### src/rtl/addsub_pkg.sv
// Shared definitions for the serial add/sub datapath: FSM encoding and
// the sizing rule for the chunk counter.
package addsub_pkg;

    typedef enum logic [1:0] {
        ST_IDLE = 2'd0,
        ST_RUN  = 2'd1,
        ST_DONE = 2'd2
    } state_e;

    // A single-chunk operation still needs a 1-bit counter.
    function automatic int cnt_width(input int nchunk);
        return (nchunk <= 2) ? 1 : $clog2(nchunk);
    endfunction

endpackage

### src/rtl/addsub_serial_chunk.sv
// CHUNK-bit ripple slice; also exposes the carry into its top bit so the
// caller can form signed overflow on the final chunk.
module addsub_chunk #(
    parameter int CHUNK = 2
) (
    input  logic [CHUNK-1:0] a,
    input  logic [CHUNK-1:0] b,
    input  logic             cin,
    output logic [CHUNK-1:0] sum,
    output logic             cout,
    output logic             c_msb_in
);

    logic [CHUNK:0] carry;

    always_comb begin
        carry    = '0;
        sum      = '0;
        carry[0] = cin;
        for (int i = 0; i < CHUNK; i++) begin
            sum[i]     = a[i] ^ b[i] ^ carry[i];
            carry[i+1] = (a[i] & b[i]) | (carry[i] & (a[i] ^ b[i]));
        end
        cout     = carry[CHUNK];
        c_msb_in = carry[CHUNK-1];
    end

endmodule

### src/rtl/addsub_serial.sv
// Multi-cycle two's-complement adder/subtractor: one CHUNK-bit slice is
// reused LSB-first across WIDTH bits, with valid/ready on both sides.
module addsub_serial
    import addsub_pkg::*;
#(
    parameter int WIDTH = 16,
    parameter int CHUNK = 2
) (
    input  logic             clk,
    input  logic             rst_n,
    input  logic             in_valid,
    output logic             in_ready,
    input  logic [WIDTH-1:0] a,
    input  logic [WIDTH-1:0] b,
    input  logic             sub,
    input  logic             ci,
    output logic             out_valid,
    input  logic             out_ready,
    output logic [WIDTH-1:0] result,
    output logic             co,
    output logic             ovf,
    output logic             zero
);

    localparam int NCHUNK = WIDTH / CHUNK;
    localparam int CW     = cnt_width(NCHUNK);
    localparam logic [CW-1:0] LAST = CW'(NCHUNK - 1);

    state_e           state_q, state_d;
    logic [CW-1:0]    cnt_q, cnt_d;
    logic             carry_q, carry_d;
    logic             in_ready_q, in_ready_d;
    logic             out_valid_q, out_valid_d;
    logic [WIDTH-1:0] result_q, result_d;
    logic             co_q, co_d;
    logic             ovf_q, ovf_d;
    logic             zero_q, zero_d;
    logic [WIDTH-1:0] a_q, a_d;
    logic [WIDTH-1:0] b_q, b_d;
    logic [WIDTH-1:0] acc_q, acc_d;

    logic [CHUNK-1:0] slice_sum;
    logic             slice_cout;
    logic             slice_cmsb;
    logic [WIDTH-1:0] acc_next;

    // Operands are shifted down each RUN cycle, so the slice always sees bit 0 upward.
    addsub_chunk #(.CHUNK(CHUNK)) u_chunk (
        .a        (a_q[CHUNK-1:0]),
        .b        (b_q[CHUNK-1:0]),
        .cin      (carry_q),
        .sum      (slice_sum),
        .cout     (slice_cout),
        .c_msb_in (slice_cmsb)
    );

    assign acc_next = (acc_q >> CHUNK) | (WIDTH'(slice_sum) << (WIDTH - CHUNK));

    always_comb begin
        state_d     = state_q;
        cnt_d       = cnt_q;
        carry_d     = carry_q;
        in_ready_d  = in_ready_q;
        out_valid_d = out_valid_q;
        result_d    = result_q;
        co_d        = co_q;
        ovf_d       = ovf_q;
        zero_d      = zero_q;
        a_d         = a_q;
        b_d         = b_q;
        acc_d       = acc_q;
        unique case (state_q)
            ST_IDLE: begin
                if (in_valid && in_ready_q) begin
                    a_d        = a;
                    b_d        = b ^ {WIDTH{sub}};
                    carry_d    = ci ^ sub;
                    cnt_d      = '0;
                    in_ready_d = 1'b0;
                    state_d    = ST_RUN;
                end
            end
            ST_RUN: begin
                a_d     = a_q >> CHUNK;
                b_d     = b_q >> CHUNK;
                acc_d   = acc_next;
                carry_d = slice_cout;
                if (cnt_q == LAST) begin
                    result_d = acc_next;
                    co_d     = slice_cout;
                    ovf_d    = slice_cout ^ slice_cmsb;
                    zero_d   = (acc_next == '0);
                    state_d  = ST_DONE;
                end else begin
                    cnt_d = cnt_q + 1'b1;
                end
            end
            ST_DONE: begin
                // out_valid rises one cycle after entering DONE; the handshake needs it high.
                if (out_valid_q && out_ready) begin
                    out_valid_d = 1'b0;
                    in_ready_d  = 1'b1;
                    state_d     = ST_IDLE;
                end else begin
                    out_valid_d = 1'b1;
                end
            end
            default: state_d = ST_IDLE;
        endcase
    end

    always_ff @(posedge clk or negedge rst_n) begin
        if (!rst_n) begin
            state_q     <= ST_IDLE;
            cnt_q       <= '0;
            carry_q     <= 1'b0;
            in_ready_q  <= 1'b1;
            out_valid_q <= 1'b0;
            result_q    <= '0;
            co_q        <= 1'b0;
            ovf_q       <= 1'b0;
            zero_q      <= 1'b0;
        end else begin
            state_q     <= state_d;
            cnt_q       <= cnt_d;
            carry_q     <= carry_d;
            in_ready_q  <= in_ready_d;
            out_valid_q <= out_valid_d;
            result_q    <= result_d;
            co_q        <= co_d;
            ovf_q       <= ovf_d;
            zero_q      <= zero_d;
        end
    end

    always_ff @(posedge clk) begin
        a_q   <= a_d;
        b_q   <= b_d;
        acc_q <= acc_d;
    end

    assign in_ready  = in_ready_q;
    assign out_valid = out_valid_q;
    assign result    = result_q;
    assign co        = co_q;
    assign ovf       = ovf_q;
    assign zero      = zero_q;

endmodule

### config.mk
export PLATFORM = sky130hd
export DESIGN_NAME = addsub_serial
export DESIGN_NICKNAME = d
export VERILOG_FILES = /design/src/rtl/addsub_pkg.sv /design/src/rtl/addsub_serial_chunk.sv /design/src/rtl/addsub_serial.sv
export SDC_FILE = /design/constraint.sdc
export NUM_CORES = 1
export LEC_CHECK = 0
export CAP_MARGIN = 25
export CORE_MARGIN = 2
export CORE_UTILIZATION = 30
export CTS_CLUSTER_DIAMETER = 120
export CTS_CLUSTER_SIZE = 40
export DETAILED_ROUTE_END_ITERATION = 8
export PLACE_DENSITY = 0.52
export SYNTH_ARGS = -nofsm -noshare
export SYNTH_HDL_FRONTEND = slang
export SYNTH_HIERARCHICAL = 1
export SYNTH_SLANG_ARGS = --single-unit
### constraint.sdc
create_clock -name clk -period 4.8 [get_ports clk]
set_input_delay 0.96 -clock clk [delete_from_list [all_inputs] [get_ports clk]]
set_output_delay 0.96 -clock clk [all_outputs]
set_load 0.01 [all_outputs]
* Word level (Yosys, flattened, before mapping)
Index checks and enable logic that the tools add are counted.
** Operators by class
- Add/subtract/negate cells :: 1
- Multiply operators :: 0
- Divide/modulo/power cells :: 0
- Order comparisons :: 0
- Equal/unequal tests :: 7
- Shifts and indexed selects :: 0
- Mux-type cells :: 17
- Bitwise operators :: 14
- Reductions and logical operators :: 11
** Operators by type and width (number)
- $pmux 16 s2 :: 2
- $mux 16 :: 2
- $logic_not 16->1 :: 1
- $or 14x16->16 :: 1
- $xor 16x16->16 :: 1
- $reduce_and 3->1 :: 3
- $ne 2x2->1 const B :: 4
- $mux 2 :: 3
- $mux 3 :: 2
- $pmux 2 s3 :: 1
- $pmux 3 s2 :: 1
- $xor 1x1->1 :: 6
- $and 1x1->1 :: 4
- $mux 1 :: 4
- $pmux 1 s2 :: 2
- $reduce_and 2->1 :: 2
- $reduce_bool 2->1 :: 2
- $add 3x1->3 const B :: 1
- $eq 3x3->1 const B :: 1
- $eq 2x1->1 const B :: 1
- $eq 2x2->1 const B :: 1
- $logic_and 1x1->1 :: 2
- $logic_not 2->1 :: 1
- $or 1x1->1 :: 2
** Word-level totals
- Register bits after elaboration :: 75
- Bits in latches :: 0
- Bits in writable memories :: 0
- Memory bits (read-only) :: 0
- Bits of input ports :: 38
- Output and inout port bits :: 21
- Word-level logic and storage cells :: 62
- Memories :: 0

* Logic depth before layout (Yosys ltp)
- Word-level depth :: 6
- Depth in mapped cells :: 6
- Mapped depth without buffers :: 5

* Cells and area by module
The synthesis kept the hierarchy.
** By module, submodules not included
- addsub_serial :: instances 1, cells each 229, area each 3116.7 sq um, seq. area each 2058.2 sq um
- addsub_chunk :: instances 1, cells each 2, area each 40.0 sq um, seq. area each 0.0 sq um

* Least setup slack after synthesis
OpenSTA, ideal clock, no wires.
- Path kind :: input -> register
- Start point :: input in_valid
- End point :: register a_q[0], enable pin
- Setup time :: 0.421 ns
- Data arrival time :: 2.417 ns
- Data required time :: 4.379 ns
- Path slack :: 1.962 ns
- Stages :: 2
- Buffers on the path :: 0
- Path through :: a21oi_1 -> nor2_1
** On the way
- Longest elaborated chain between the ends :: 3
** Ends and longest elaborated chain
- from (decl) :: line addsub_serial.sv:11 : input logic in_valid,
- $logic_and 1x1->1 :: line addsub_serial.sv:74 : if (in_valid && in_ready_q) begin
- $ne 2x2->1 (no source line)
- $reduce_and 2->1 (no source line)
- to (signal assigned) :: line addsub_serial.sv:137 : a_q <= a_d;
- to (decl) :: line addsub_serial.sv:38 : logic [WIDTH-1:0] a_q, a_d;
Every way passes these cells.
A chain may end at the register's enable or synchronous reset.

* Worst setup path after layout
- Start point :: register in_ready_q (netlist: in_ready)
- End point :: output in_ready
** RTL lines
- from (decl) :: line addsub_serial.sv:32 : logic in_ready_q, in_ready_d;
- from (signal assigned) :: line addsub_serial.sv:127 : in_ready_q <= in_ready_d;
- to (decl) :: line addsub_serial.sv:12 : output logic in_ready,
No word-level cell between the ends.

==> flow_summary.toml <==
[run_status]
status = "completed"

[setup_path]
critical-path-top-delay-family = "flip-flops"
crit_required_ps = 3840
cp_max_fo = 5
r2r_setup_slack_ps = 2710
cp_slowest_cell = "sky130_fd_sc_hd__dfstp_2"
r2r_cells = 4
worst-endpoint-arrival_ps = 1430
cp_cell_instances = "clkdlybuf4s50_1"
end_kind = "primary output"
regToRegEndpoint = "b_q[0]"
timing.critical_path.slowest_cell_delay_ps = 560
startpoint_type = "register"
critPathBufInv = 1
r2r-start = "state_q[1]"
timing.setup.critical_path_class = "reg -> out"

[cells_and_area]
diodes = 0
multi_input_comb_area_um2 = 988
final.fill_count = 1027
area.sequential_mm2 = 0.00206
final_cell_area_mm2 = 0.00406
layout_cells_excl_fill = 433
area_growth_syn_to_fin_pct = 28.7
layout-drive-gt1-share_pct = 13.8
finish.net_count = 334

[timing]
finClkSkew_ps = 11.5
maxSlewHeadroom_pct = 38.2
worst-slew-pin-transition_ps = 924
final.min_clock_period_ps = 2390
finalSetupTns_ps = 0
hold_viol = 0
rsz0062_at_grt = "no"
setup_viol_count_final = 0
finalMaxSlewViolations = 0
final.period_utilization_pct = 49.7
final_worst_setup_slack_ps = 2410
achievable-frequency_mhz = 419

[grt]
grt_overflow_total = 0
overall_global_routing_usage_pct = 10.6
wire_length_of_the_first_global_routing_pass_mm = 9.17
first_global_vias = 1861
grt_start_max_net_pins = 60
grt_antenna_before_repair = 0

[routing]
drtIter0Drc = 69
post-route-drc-count = 0
via_count = 1863
ant_nets = 0
wl_per_cell_um = 13.0
routed_via_count_divided_by_cell_count = 4.30
first_pass_iters = 4
route.final.wire_length_mm = 5.63

[synthesis]
avgSynthCellArea_um2 = 13.7
synth_xor_xnor_area_share_pct = 4.99
yosys_warnings = 6
ys_async_sr_fraction_pct = 37.0
synth_largest_area_cell = "sky130_fd_sc_hd__edfxtp_1"
synth_area_mm2 = 0.00316
post_synth_cell_types = 31
flop_and_latch_count_out_of_synthesis = 73
synthSimpleGateAreaFrac_pct = 11.1
synth_compound_gate_area_share_pct = 4.88
portion_of_netlist_area_occupied_by_mux_cells_pct = 8.20
post_synth_edffs = 46
syn-instance-count = 231
synthAdderAreaFrac_pct = 2.06
synth_largest_type_area_fraction_pct = 43.8
yosys-top-cells-count = "sky130_fd_sc_hd__nand2_1 (61), sky130_fd_sc_hd__edfxtp_1 (46), sky130_fd_sc_hd__dfrtp_1 (26), sky130_fd_sc_hd__xnor2_1 (17), sky130_fd_sc_hd__mux2_4 (15)"
seq_area_frac_synth_pct = 65.2
synth_fp_nets = 273
main_combinational_cell_family_by_area_after_synthesis = "simple AND/OR/NAND/NOR gates"
post-synth-top-count-cell = "sky130_fd_sc_hd__nand2_1"
synthFlopType = "sky130_fd_sc_hd__edfxtp_1"
synth.top_cells.by_area = "sky130_fd_sc_hd__edfxtp_1 (44%), sky130_fd_sc_hd__dfrtp_1 (21%), sky130_fd_sc_hd__nand2_1 (7.3%)"

[place]
pre_cts_ws_ps = 2120
place_hpwl_mm = 3.68
port-buffer-count = 58
place.gp.congestion = 0.689
dp_cells = 417
postPlaceCellArea_mm2 = 0.00383

[floorplan]
die-width_um = 107
die_height_um = 107
fp.dieArea_mm2 = 0.0114
std_cell_rows = 37
core-area_mm2 = 0.0103
starting_density_pct = 30.7
pin_count = 59

[pwr]
power.density_cell_area_mw_per_mm2 = 530
static-leakage-power_uw = 0.00163
peakVddDrop_v = 0.000191

[clock_tree]
clock-sinks = 73
cts_root_buffer = "sky130_fd_sc_hd__clkbuf_8"
tritoncts.num_buffers = 9
worstSkewPairLatency_ps = 340
cts_tree = "done"
cts.path.max_buffers = 2
cts.hold.buffers_added = 0
htree_levels = 3
postCtsSetupRepairBufs = 0
post_cts_resized = 0
path_clk_slew_ps = 80

[worst_hold_path]
holdCritStartpoint = "acc_q[12]"
whs_endpoint = "acc_q[10]"
min_delay_path_depth = 0
min-delay-path-class = "reg -> reg"

[run]
max-cap-violations = 0
==> flip-flops by register name, summed over array words and instances (netlist names) <==
register / cells
out_valid: 1
carry_q: 1
in_ready: 1
zero: 1
cnt_q: 3
result: 16
state_q: 2
a_q: 16
ovf: 1
b_q: 16
acc_q: 14
co: 1
==> cell usage in the layout (no fill, tap or decap), drive strengths merged, types with 3 or more instances in the layout <==
master          n
a22o            3
clkbuf         11
clkdlybuf4s50  58
clkinv          3
dfrtp          26
edfxtp         46
inv             3
mux2           18
nand2          61
nor2            6
nor4            4
o21ai          19
xnor2          17
==> worst max-delay path by stage <==
stage / start / end / depth (start not counted)
finish: in_ready / in_ready / 1
global route: in_ready / in_ready / 1
CTS: in_ready / in_ready / 1
detailed placement: sub / carry_q / 4
global placement: sub / carry_q / 4
floorplan: in_valid / a_q[0] / 2
==> layer usage <==
layer	global-route usage, %	routed length [um]	up-vias
li1	-	-	920
met1	13.3	2550	888
met2	16.2	2680	53
met3	4.68	366	2
met4	4.17	40	0
met5	0	0	-
==> area by class of cell <==
class / instances / area share (%)
sequential: 73 / 50.7
multi-input combinational: 145 / 24.3
timing repair buffer: 60 / 14.7
clock buffer: 11 / 4.28
tap: 136 / 4.19
clock inverter: 5 / 1.45
inverter: 3 / 0.400
==> stage by stage <==
step           hold WS (ps)  util [%]  total power, uW
5_1_grt                 504      39.5             2290
3_5_place_dp            475      37.3             1640
4_1_cts                 486      39.5             2190
2_1_floorplan           447         -             1400
3_3_place_gp            468      37.3             1620
6_report                475      39.5             2150
==> where the power goes <==
group | internal (uW) | leakage, uW | switching, uW
Clock | 303 | 0.000113 | 235
Sequential | 907 | 0.000773 | 93.3
Combinational | 319 | 0.000744 | 295
==> cell families (layout without fill, tap and decap cells) <==
| group | count (synthesis) | count (layout) |
|---|---|---|
| simple gates | 80 | 80 |
| flops | 73 | 73 |
| compound gates | 25 | 25 |
| xor+xnor | 18 | 18 |
| mux | 18 | 18 |
| buf+inv | 13 | 79 |
| fa+ha+maj | 4 | 4 |
Note: power is estimated with default switching activity, not from simulation.
